## src/rtl/gt_vortex_pkg.sv

```systemverilog
// Shared definitions for the Vortex APB control block: register map, bit
// positions and controller state encoding.
package gt_vortex_pkg;

    localparam int unsigned APB_AW  = 32;
    localparam int unsigned APB_DW  = 32;
    localparam int unsigned CNT_W   = 32;
    localparam int unsigned STATE_W = 3;

    localparam logic [7:0] ADDR_CTRL   = 8'h00;
    localparam logic [7:0] ADDR_STATUS = 8'h04;
    localparam logic [7:0] ADDR_CYCLES = 8'h08;

    localparam int unsigned CTRL_START_BIT   = 0;
    localparam int unsigned CTRL_IRQ_EN_BIT  = 1;
    localparam int unsigned STAT_BUSY_BIT    = 0;
    localparam int unsigned STAT_DONE_BIT    = 1;
    localparam int unsigned STAT_TIMEOUT_BIT = 2;
    localparam int unsigned STAT_STATE_LSB   = 3;

    typedef enum logic [STATE_W-1:0] {
        ST_IDLE = 3'd0,
        ST_RST  = 3'd1,
        ST_WAIT = 3'd2,
        ST_RUN  = 3'd3
    } state_t;

endpackage

```

## src/rtl/gt_vortex_apb_ctrl.sv

```systemverilog
// APB control/status block that sequences reset and start-up of the Vortex
// AXI wrapper and reports completion or start timeout.
// Optional cycle counter: define GT_VORTEX_CSR_PERF_EN.
module gt_vortex_apb_ctrl
    import gt_vortex_pkg::*;
#(
    parameter int unsigned RESET_CYCLES  = 16,
    parameter int unsigned START_TIMEOUT = 1024
) (
    input  logic              clk,
    input  logic              reset,
    input  logic              psel,
    input  logic              penable,
    input  logic              pwrite,
    input  logic [APB_AW-1:0] paddr,
    input  logic [APB_DW-1:0] pwdata,
    output logic [APB_DW-1:0] prdata,
    output logic              pready,
    output logic              pslverr,
    output logic              vx_reset,
    input  logic              busy,
    output logic              irq
);

    state_t            state;
    state_t            state_next;
    logic [CNT_W-1:0]  cnt;
    logic [CNT_W-1:0]  cycles_rd;
    logic              busy_q;
    logic              irq_en;
    logic              done;
    logic              timeout;
    logic              done_set;
    logic              timeout_set;
    logic [APB_DW-1:0] rdata;

    logic       access;
    logic       wr;
    logic       rd;
    logic [7:0] addr;
    logic       addr_hit;
    logic       start_req;
    logic       err;
    logic       wr_ok;
    logic       start_go;
    logic       ctrl_wr;
    logic       stat_wr;
    logic       unused_bits;

    // APB decode; an errored write commits nothing
    assign access    = psel & penable;
    assign wr        = access & pwrite;
    assign rd        = access & ~pwrite;
    assign addr      = paddr[7:0];
    assign addr_hit  = (addr == ADDR_CTRL) | (addr == ADDR_STATUS) | (addr == ADDR_CYCLES);
    assign start_req = wr & (addr == ADDR_CTRL) & pwdata[CTRL_START_BIT];
    assign err       = ~addr_hit | (start_req & (state != ST_IDLE));
    assign wr_ok     = wr & ~err;
    assign start_go  = wr_ok & start_req;
    assign ctrl_wr   = wr_ok & (addr == ADDR_CTRL);
    assign stat_wr   = wr_ok & (addr == ADDR_STATUS);

    assign unused_bits = ^{paddr[APB_AW-1:8], pwdata[APB_DW-1:3]};

    // Zero-wait-state response, held quiet while reset is asserted
    assign pready  = access & ~reset;
    assign pslverr = access & err & ~reset;
    assign prdata  = (rd & ~reset) ? rdata : '0;

    assign vx_reset = (state == ST_IDLE) | (state == ST_RST);
    assign irq      = irq_en & (done | timeout);

    // State register
    always_ff @(posedge clk or posedge reset) begin
        if (reset) state <= ST_IDLE;
        else       state <= state_next;
    end

    // Next-state logic and sticky-flag set strobes
    always_comb begin
        state_next  = state;
        done_set    = 1'b0;
        timeout_set = 1'b0;
        case (state)
            ST_IDLE: if (start_go) state_next = ST_RST;
            ST_RST:  if (cnt == CNT_W'(RESET_CYCLES - 1)) state_next = ST_WAIT;
            ST_WAIT: begin
                if (busy_q) begin
                    state_next = ST_RUN;
                end else if (cnt == CNT_W'(START_TIMEOUT - 1)) begin
                    timeout_set = 1'b1;
                    state_next  = ST_IDLE;
                end
            end
            // RUN is only entered with busy_q high, so a low sample here is a falling edge
            ST_RUN: begin
                if (!busy_q) begin
                    done_set   = 1'b1;
                    state_next = ST_IDLE;
                end
            end
            default: state_next = ST_IDLE;
        endcase
    end

    // Per-state dwell counter, restarted on every state change
    always_ff @(posedge clk or posedge reset) begin
        if (reset)                    cnt <= '0;
        else if (state_next != state) cnt <= '0;
        else                          cnt <= cnt + CNT_W'(1);
    end

    // Busy synchroniser stage and control/status registers; set beats W1C
    always_ff @(posedge clk or posedge reset) begin
        if (reset) begin
            busy_q  <= 1'b0;
            irq_en  <= 1'b0;
            done    <= 1'b0;
            timeout <= 1'b0;
        end else begin
            busy_q  <= busy;
            if (ctrl_wr) irq_en <= pwdata[CTRL_IRQ_EN_BIT];
            done    <= done_set    | (done    & ~(stat_wr & pwdata[STAT_DONE_BIT]));
            timeout <= timeout_set | (timeout & ~(stat_wr & pwdata[STAT_TIMEOUT_BIT]));
        end
    end

`ifdef GT_VORTEX_CSR_PERF_EN
    logic [CNT_W-1:0] cycles;

    // Saturating run-length counter over WAIT and RUN
    always_ff @(posedge clk or posedge reset) begin
        if (reset) begin
            cycles <= '0;
        end else if (start_go) begin
            cycles <= '0;
        end else if (((state == ST_WAIT) || (state == ST_RUN)) && (cycles != '1)) begin
            cycles <= cycles + CNT_W'(1);
        end
    end

    assign cycles_rd = cycles;
`else
    assign cycles_rd = '0;
`endif

    // Register read mux
    always_comb begin
        rdata = '0;
        case (addr)
            ADDR_CTRL:   rdata[CTRL_IRQ_EN_BIT] = irq_en;
            ADDR_STATUS: begin
                rdata[STAT_BUSY_BIT]                    = busy_q;
                rdata[STAT_DONE_BIT]                    = done;
                rdata[STAT_TIMEOUT_BIT]                 = timeout;
                rdata[STAT_STATE_LSB +: STATE_W]        = state;
            end
            ADDR_CYCLES: rdata = cycles_rd;
            default:     rdata = '0;
        endcase
    end

endmodule

```

## config.mk

```make
export PLATFORM = sky130hd
export DESIGN_NAME = gt_vortex_apb_ctrl
export DESIGN_NICKNAME = d
export VERILOG_FILES = /design/src/rtl/gt_vortex_pkg.sv /design/src/rtl/gt_vortex_apb_ctrl.sv
export SDC_FILE = /design/constraint.sdc
export NUM_CORES = 1
export LEC_CHECK = 0
export ABC_AREA = 1
export CAP_MARGIN = 25
export CORE_ASPECT_RATIO = 1.1
export CORE_UTILIZATION = 47
export DETAILED_ROUTE_END_ITERATION = 6
export GPL_TIMING_DRIVEN = 0
export PLACE_DENSITY = 0.88
export SLEW_MARGIN = 20
export SYNTH_ARGS = -nofsm -noshare
export SYNTH_HDL_FRONTEND = slang
export SYNTH_SLANG_ARGS = --single-unit
export TNS_END_PERCENT = 10
```

## constraint.sdc

```tcl
create_clock -name clk -period 3.1 [get_ports clk]
set_clock_uncertainty 0.05 [all_clocks]
set_input_delay 0.465 -clock clk [delete_from_list [all_inputs] [get_ports clk]]
set_output_delay 0.465 -clock clk [all_outputs]
set_load 0.02 [all_outputs]
```

==> results of run 1 <==
## through the flow
step | instances | area (µm²) | setup slack [ns] | util | total power, µW
after floorplan | 367 | 2708 | 0.9290 | - | 617.1
after detailed placement | 469 | 3082 | 0.02575 | 0.5749 | 655.2
after global routing | 477 | 3231 | 0.05382 | 0.6027 | 1192
after CTS | 477 | 3218 | 0.02143 | 0.6004 | 1156
final | 477 | 3231 | 0.2145 | 0.6027 | 1152
after global placement | 468 | 3062 | 0.09065 | 0.5712 | 648.7
## cell usage in the layout (no fill, tap or decap), types with 3 or more instances in the layout
| cell | n |
|---|---|
| nor3_1 | 17 |
| dfrtp_1 | 39 |
| nand3_2 | 4 |
| xnor2_1 | 13 |
| nand2_1 | 57 |
| nor2_2 | 12 |
| inv_1 | 33 |
| xor2_1 | 16 |
| conb_1 | 27 |
| buf_4 | 26 |
| buf_6 | 3 |
| nor2_4 | 3 |
| nand4_1 | 14 |
| clkdlybuf4s50_1 | 23 |
| clkbuf_8 | 5 |
| nor2_1 | 62 |
| nand3_1 | 23 |
| dlymetal6s2s_1 | 3 |
## state kept, by name, indices dropped and copies added, names as in the netlist
register  flops
timeout       1
irq_en        1
state         3
busy_q        1
done          1
cnt          32
## synth_stat cells
cell / count
o21ai_0: 1
nor2_2: 12
a21boi_0: 1
o21ai_2: 1
nand3_2: 4
o21a_1: 1
nor4_1: 2
dfrtp_1: 39
buf_4: 26
nand3_1: 23
xnor2_1: 13
nor2_4: 3
a211oi_1: 1
nand2_2: 2
ha_1: 1
conb_1: 1
and2_1: 1
a21oi_1: 1
nand2_1: 57
nand4_1: 14
buf_6: 3
nor3b_1: 1
nor4_2: 1
inv_1: 34
nand4_4: 1
buf_2: 1
nor2_1: 62
nor3_1: 18
xor2_1: 16
## what timing repair did
action,4_1_cts,5_1_grt
endpoints found under the hold margin,0,0
setup endpoints to repair,0,7
resized for setup,0,5
## metal layers
layer,share of wire,global-route usage
met1,0.42,0.2316
met2,0.53,0.3815
met3,0.028,0.04517
met4,0.023,0.07451
met5,0,0
## layout make-up
class / count / share of cell area
Multi-Input combinational cell: 264 / 0.4256
Sequential cell: 39 / 0.3021
Timing Repair Buffer: 27 / 0.08908
Buffer: 30 / 0.07242
Inverter: 34 / 0.03950
Tap cell: 75 / 0.02905
Clock buffer: 5 / 0.02130
Clock inverter: 3 / 0.02091
## worst max-delay path by stage
stage / slack (ns) / startpoint / cells after the start / end
2_1_floorplan: 0.93 / psel / 4 / prdata[2]
3_3_place_gp: 0.09 / paddr[7] / 7 / prdata[2]
3_5_place_dp: 0.03 / paddr[4] / 7 / prdata[2]
4_1_cts: 0.02 / paddr[4] / 7 / prdata[2]
5_1_grt: 0.05 / paddr[4] / 7 / prdata[0]
6_report: 0.21 / paddr[4] / 7 / prdata[0]
## power by group
| group | total, µW | switching, µW | internal, µW | leakage [µW] |
|---|---|---|---|---|
| Clock | 506 | 185 | 321 | 0.0000644 |
| Sequential | 518 | 5.08 | 513 | 0.000527 |
| Combinational | 128 | 70.9 | 56.7 | 0.000911 |
## kinds of logic after synthesis
| family | after synthesis |
|---|---|
| AND/OR/NAND/NOR | 201 |
| buffers and inverters | 64 |
| flip-flops | 39 |
| XOR/XNOR | 29 |
| AO/OA/AOI/OAI | 6 |
| adder cells (fa/ha/maj) | 1 |
| other | 1 |
==> metrics.txt, run 1 <==
outcome=finished clean; clock slew at reported path FFs=0.08 ns; die area=just under 0.006 mm²; share of the synthesized area in the top cell type=0.3739; Post-Synth Simple-Gate Area=0.3682; Synth Area in Compound Gates=0.01582; Synth Warn #=0; fill count=479; R2R cell count=13; area delta synth->final=23.78%; RSZ-0062 raised after global routing=no; Hold WC Path Type=in -> async; Yosys cell types=29; Adder-Cell Fraction of Synth Area=0.004794; ratio of cells with drive above 1 in the final layout=0.1617; R2R Setup Slk=1.08 ns; CTS tree=built; Final min period=2.886 ns; setup_tns=0 ns; worst skew pair latency=around 0.3 ns; Final Hold Slack=0.4255 ns; Peak supply drop=approximately 0.00024 V; P_leak=about 0.0015 µW; CTS Sinks=39; CP delay by family, top=buffers and inverters; CTS max path bufs=2; cells taking the most area after synthesis=dfrtp_1 (37%), nor2_1 (8.9%), nand2_1 (8.2%), buf_4 (7.5%), xor2_1 (5.4%); WP data required=~2.6 ns; Die Y-Extent=about 80 µm; worst flop-to-flop path endpoint=cnt[4]; initial antenna violation count=0; crit-path max FO=5; Max transition margin=0.6279; cts hold-fix bufs=0; Sequential Area=975.9 µm²; Total Nets Final=about 470; routed len/inst=11.69 µm; Chip Width=73.05 µm; Max-Cap Viols=0; Setup Viol. Count Final=0; cts bufs inserted=5; Clock Tree Root=clkbuf_8; Post-Syn Area=0.002610 mm²; vias=~2300; area of the multi-input gates=0.001375 mm²; # port buffers=26; Max H-tree Level=2; number of global-route vias before repair=2239; first-pass GRT wire length=around 9400 µm; Synth area leader=dfrtp_1; flops & latches, synth=39; Final HPWL DP=4407 µm; syn avg cell area=roughly 7.7 µm²; XOR/XNOR Fraction of Synth Area=0.09732; WP data arrival=2.37 ns; DRT iter0 DRCs=61; P per Cell Area=356.5 mW/mm²; crit path cell chain=clkdlybuf4s50_1, nor2_1, nand3_1, nor3_2, inv_1, nor3_1, clkdlybuf4s50_1; Slowest Stage Delay on Critical Path=0.64 ns; slowest CP cell=clkdlybuf4s50_1; final wirelength=roughly 5600 µm; Crit. End Element=output pin; Syn Inst Count=341; Hold Fails Final Rpt=0; I/O pin count=106; Buffers & Inverters on Critical Path=3; grt total ovfl=0; vias per cell=4.826; total iterations of the first detailed-routing run=4; Core Region=0.005360 mm²; largest family of logic cells by synthesized area=simple AND/OR/NAND/NOR gates; Global Route Usage Sum=0.2076; Crit path top cell by count=clkdlybuf4s50_1; Final Max Tran Viols=0; largest net degree at the start of global routing=26; post-synthesis mux area share=0; crit path kind=in -> out; DRT antenna net count=0; FMAX=0.3466 GHz; critical path launch point type=primary input; initial core utilization=0.4869; Std-Cell Rows=28; setup bufs post-CTS=0; fin crit share=0.9308; # diodes=0; worst-margin pin slew=0.5530 ns; GPL Wtd Cong=between 0.8 and 0.9; sequential element share of the synthesized area=0.3739; DR DRC count=0; launching point of the worst reg2reg path=cnt[0]
Note: power is estimated with default switching activity, not from simulation.
==> inputs of run 2 (changes only) <==
--- a/config.mk
+++ b/config.mk
@@ -11,6 +11,7 @@
 export CORE_UTILIZATION = 47
 export DETAILED_ROUTE_END_ITERATION = 6
 export GPL_TIMING_DRIVEN = 0
+export MAX_ROUTING_LAYER = met4
 export PLACE_DENSITY = 0.88
 export SLEW_MARGIN = 20
 export SYNTH_ARGS = -nofsm -noshare
==> run 2 against run 1 <==
  * Sequential cell count unchanged
  * Largest cell class unchanged
  * Sequential share of layout area did not move
  * Highest routed layer unchanged
  * Critical path depth stayed put
  * Sequential power barely moved
==> metrics.txt, run 2 (synthesis gave the netlist of run 1 again) <==
outcome=finished clean (unchanged); Clock Tree Root=clkbuf_8 (unchanged); setup ws final=0.2088 ns (was 0.2145 ns); Final Max Tran Viols=0 (unchanged); Final min period=2.891 ns (was 2.886 ns); Hold WC Path Type=in -> async (unchanged); Max transition margin=0.6280 (was 0.6279); # port buffers=26 (unchanged); slowest CP cell=clkdlybuf4s50_1 (unchanged); Sequential Area=975.9 µm² (unchanged); register with the most flip-flops=cnt (unchanged); total iterations of the first detailed-routing run=4 (unchanged); WP data required=2.58 ns (about the same); setup_tns=0 ns (unchanged); CTS tree=built (unchanged); cts hold-fix bufs=0 (unchanged); worst skew pair latency=0.30 ns (about the same); largest registers=cnt: 32 flops, state: 3 flops (unchanged); Hold Fails Final Rpt=0 (unchanged); Setup Viol. Count Final=0 (unchanged); area of the multi-input gates=0.001375 mm² (unchanged); Slowest Stage Delay on Critical Path=0.64 ns (about the same); number of global-route vias before repair=2239 (unchanged); final wirelength=5585 µm (was 5578 µm); Crit path top cell by count=clkdlybuf4s50_1 (unchanged); Final HPWL DP=4407 µm (unchanged); Post-Layout Cell Count=477 (unchanged); die area=0.005855 mm² (unchanged); initial antenna violation count=0 (unchanged); P_leak=0.001503 µW (unchanged); Total Nets Final=472 (unchanged); first-pass GRT wire length=9390 µm (was 9397 µm); P per Cell Area=356.7 mW/mm² (was 356.5 mW/mm²); most frequent cells in the layout=nor2_1 (62), nand2_1 (57), dfrtp_1 (39) (unchanged); Max H-tree Level=2 (unchanged); crit path cell chain=clkdlybuf4s50_1, nor2_1, nand3_1, nor3_2, inv_1, nor3_1, clkdlybuf4s50_1 (unchanged); Crit. End Element=output pin (unchanged); FMAX=0.3459 GHz (was 0.3466 GHz); Chip Width=73.05 µm (unchanged); area delta synth->final=23.78% (unchanged); cts bufs inserted=5 (unchanged); Global Route Usage Sum=0.2129 (was 0.2076); dpl cells=469 (unchanged); critical path launch point type=primary input (unchanged); clock slew at reported path FFs=0.08 ns (about the same); Core Region=0.005360 mm² (unchanged); commonest non-fill, non-tap cell in the layout=nor2_1 (unchanged); RSZ-0062 raised after global routing=no (unchanged); Die Y-Extent=80.16 µm (unchanged); largest net degree at the start of global routing=26 (unchanged); crit-path max FO=5 (unchanged); initial core utilization=0.4869 (unchanged); CTS Sinks=39 (unchanged); GPL Wtd Cong=0.9030 (was 0.8881); pre-CTS WS=0.02575 ns (unchanged); I/O pin count=106 (unchanged); DRT antenna net count=0 (unchanged); routed len/inst=11.71 µm (was 11.69 µm); ratio of cells with drive above 1 in the final layout=0.1617 (unchanged); # diodes=0 (unchanged); Max-Cap Viols=0 (unchanged); vias=2300 (was 2302); worst-margin pin slew=0.5530 ns (about the same); DRT iter0 DRCs=100 (was 61); Std-Cell Rows=28 (unchanged); Largest register FFs=32 (unchanged); fill count=479 (unchanged); crit path kind=in -> out (unchanged); total power draw=1153 µW (was 1152 µW); Peak supply drop=0.0002427 V (was 0.0002445 V); CTS max path bufs=2 (unchanged); DR DRC count=0 (unchanged); vias per cell=4.822 (was 4.826); Final Cell Area=0.003231 mm² (unchanged); fin crit share=0.9326 (was 0.9308); WP data arrival=2.38 ns (was 2.37 ns); Area after DPL=0.003082 mm² (unchanged); grt total ovfl=0 (unchanged)
run 2: cell counts in the layout (fill, tap and decap cells not counted):
Identical to the previous run, type by type.
run 2: timing repair:
item                                    CTS  global route
setup buffers                             0             0
endpoints found under the setup margin    0             7
resized for setup                         0             5
run 2: cell type report:
type,count,share of cell area
sequential,39,0.3021
inverter,34,0.03950
buffer,30,0.07242
multi-input combinational,264,0.4256
clock inverter,3,0.02091
timing repair buffer,27,0.08908
tap,75,0.02905
clock buffer,5,0.02130
run 2: worst paths after layout:
path / start / endpoint / slack, ns / cells past startpoint
setup / recovery: paddr[4] / prdata[0] / 0.21 / 7
hold / removal: reset / state[2] / 0.42 / 2
setup reg to reg: cnt[0] / cnt[4] / 1.08 / 13
hold reg to reg: cnt[0] / cnt[0] / 0.45 / 1
max in group asynchronous: reset / cnt[12] / 2.13 / 3
min in group clk: cnt[0] / cnt[0] / 0.45 / 1
run 2: power by group:
group	switching [µW]	total, µW	internal, µW
clock network	186	507	321
registers	5.05	518	513
logic	71.0	128	56.7
run 2: per-layer routing:
metal | part of all wire | track usage | vias to the layer above
li1 | - | - | 1157
met1 | 0.41 | 0.2300 | 1074
met2 | 0.53 | 0.3815 | 53
met3 | 0.033 | 0.04517 | 16
met4 | 0.026 | 0.07647 | 0
met5 | 0 | - | -
run 2: critical path: cells and delay by family:
| family | cells | cell delay (ns) |
|---|---|---|
| buf+inv | 3 | 1.20 |
| simple gates | 4 | 0.70 |
run 2: stage by stage:
stage	hold slack, ns	utilization
finish	0.4244	0.6027
global route	0.4551	0.6027
CTS	0.4353	0.6004
detailed placement	0.4404	0.5749
global placement	0.4217	0.5712
floorplan	0.4015	-
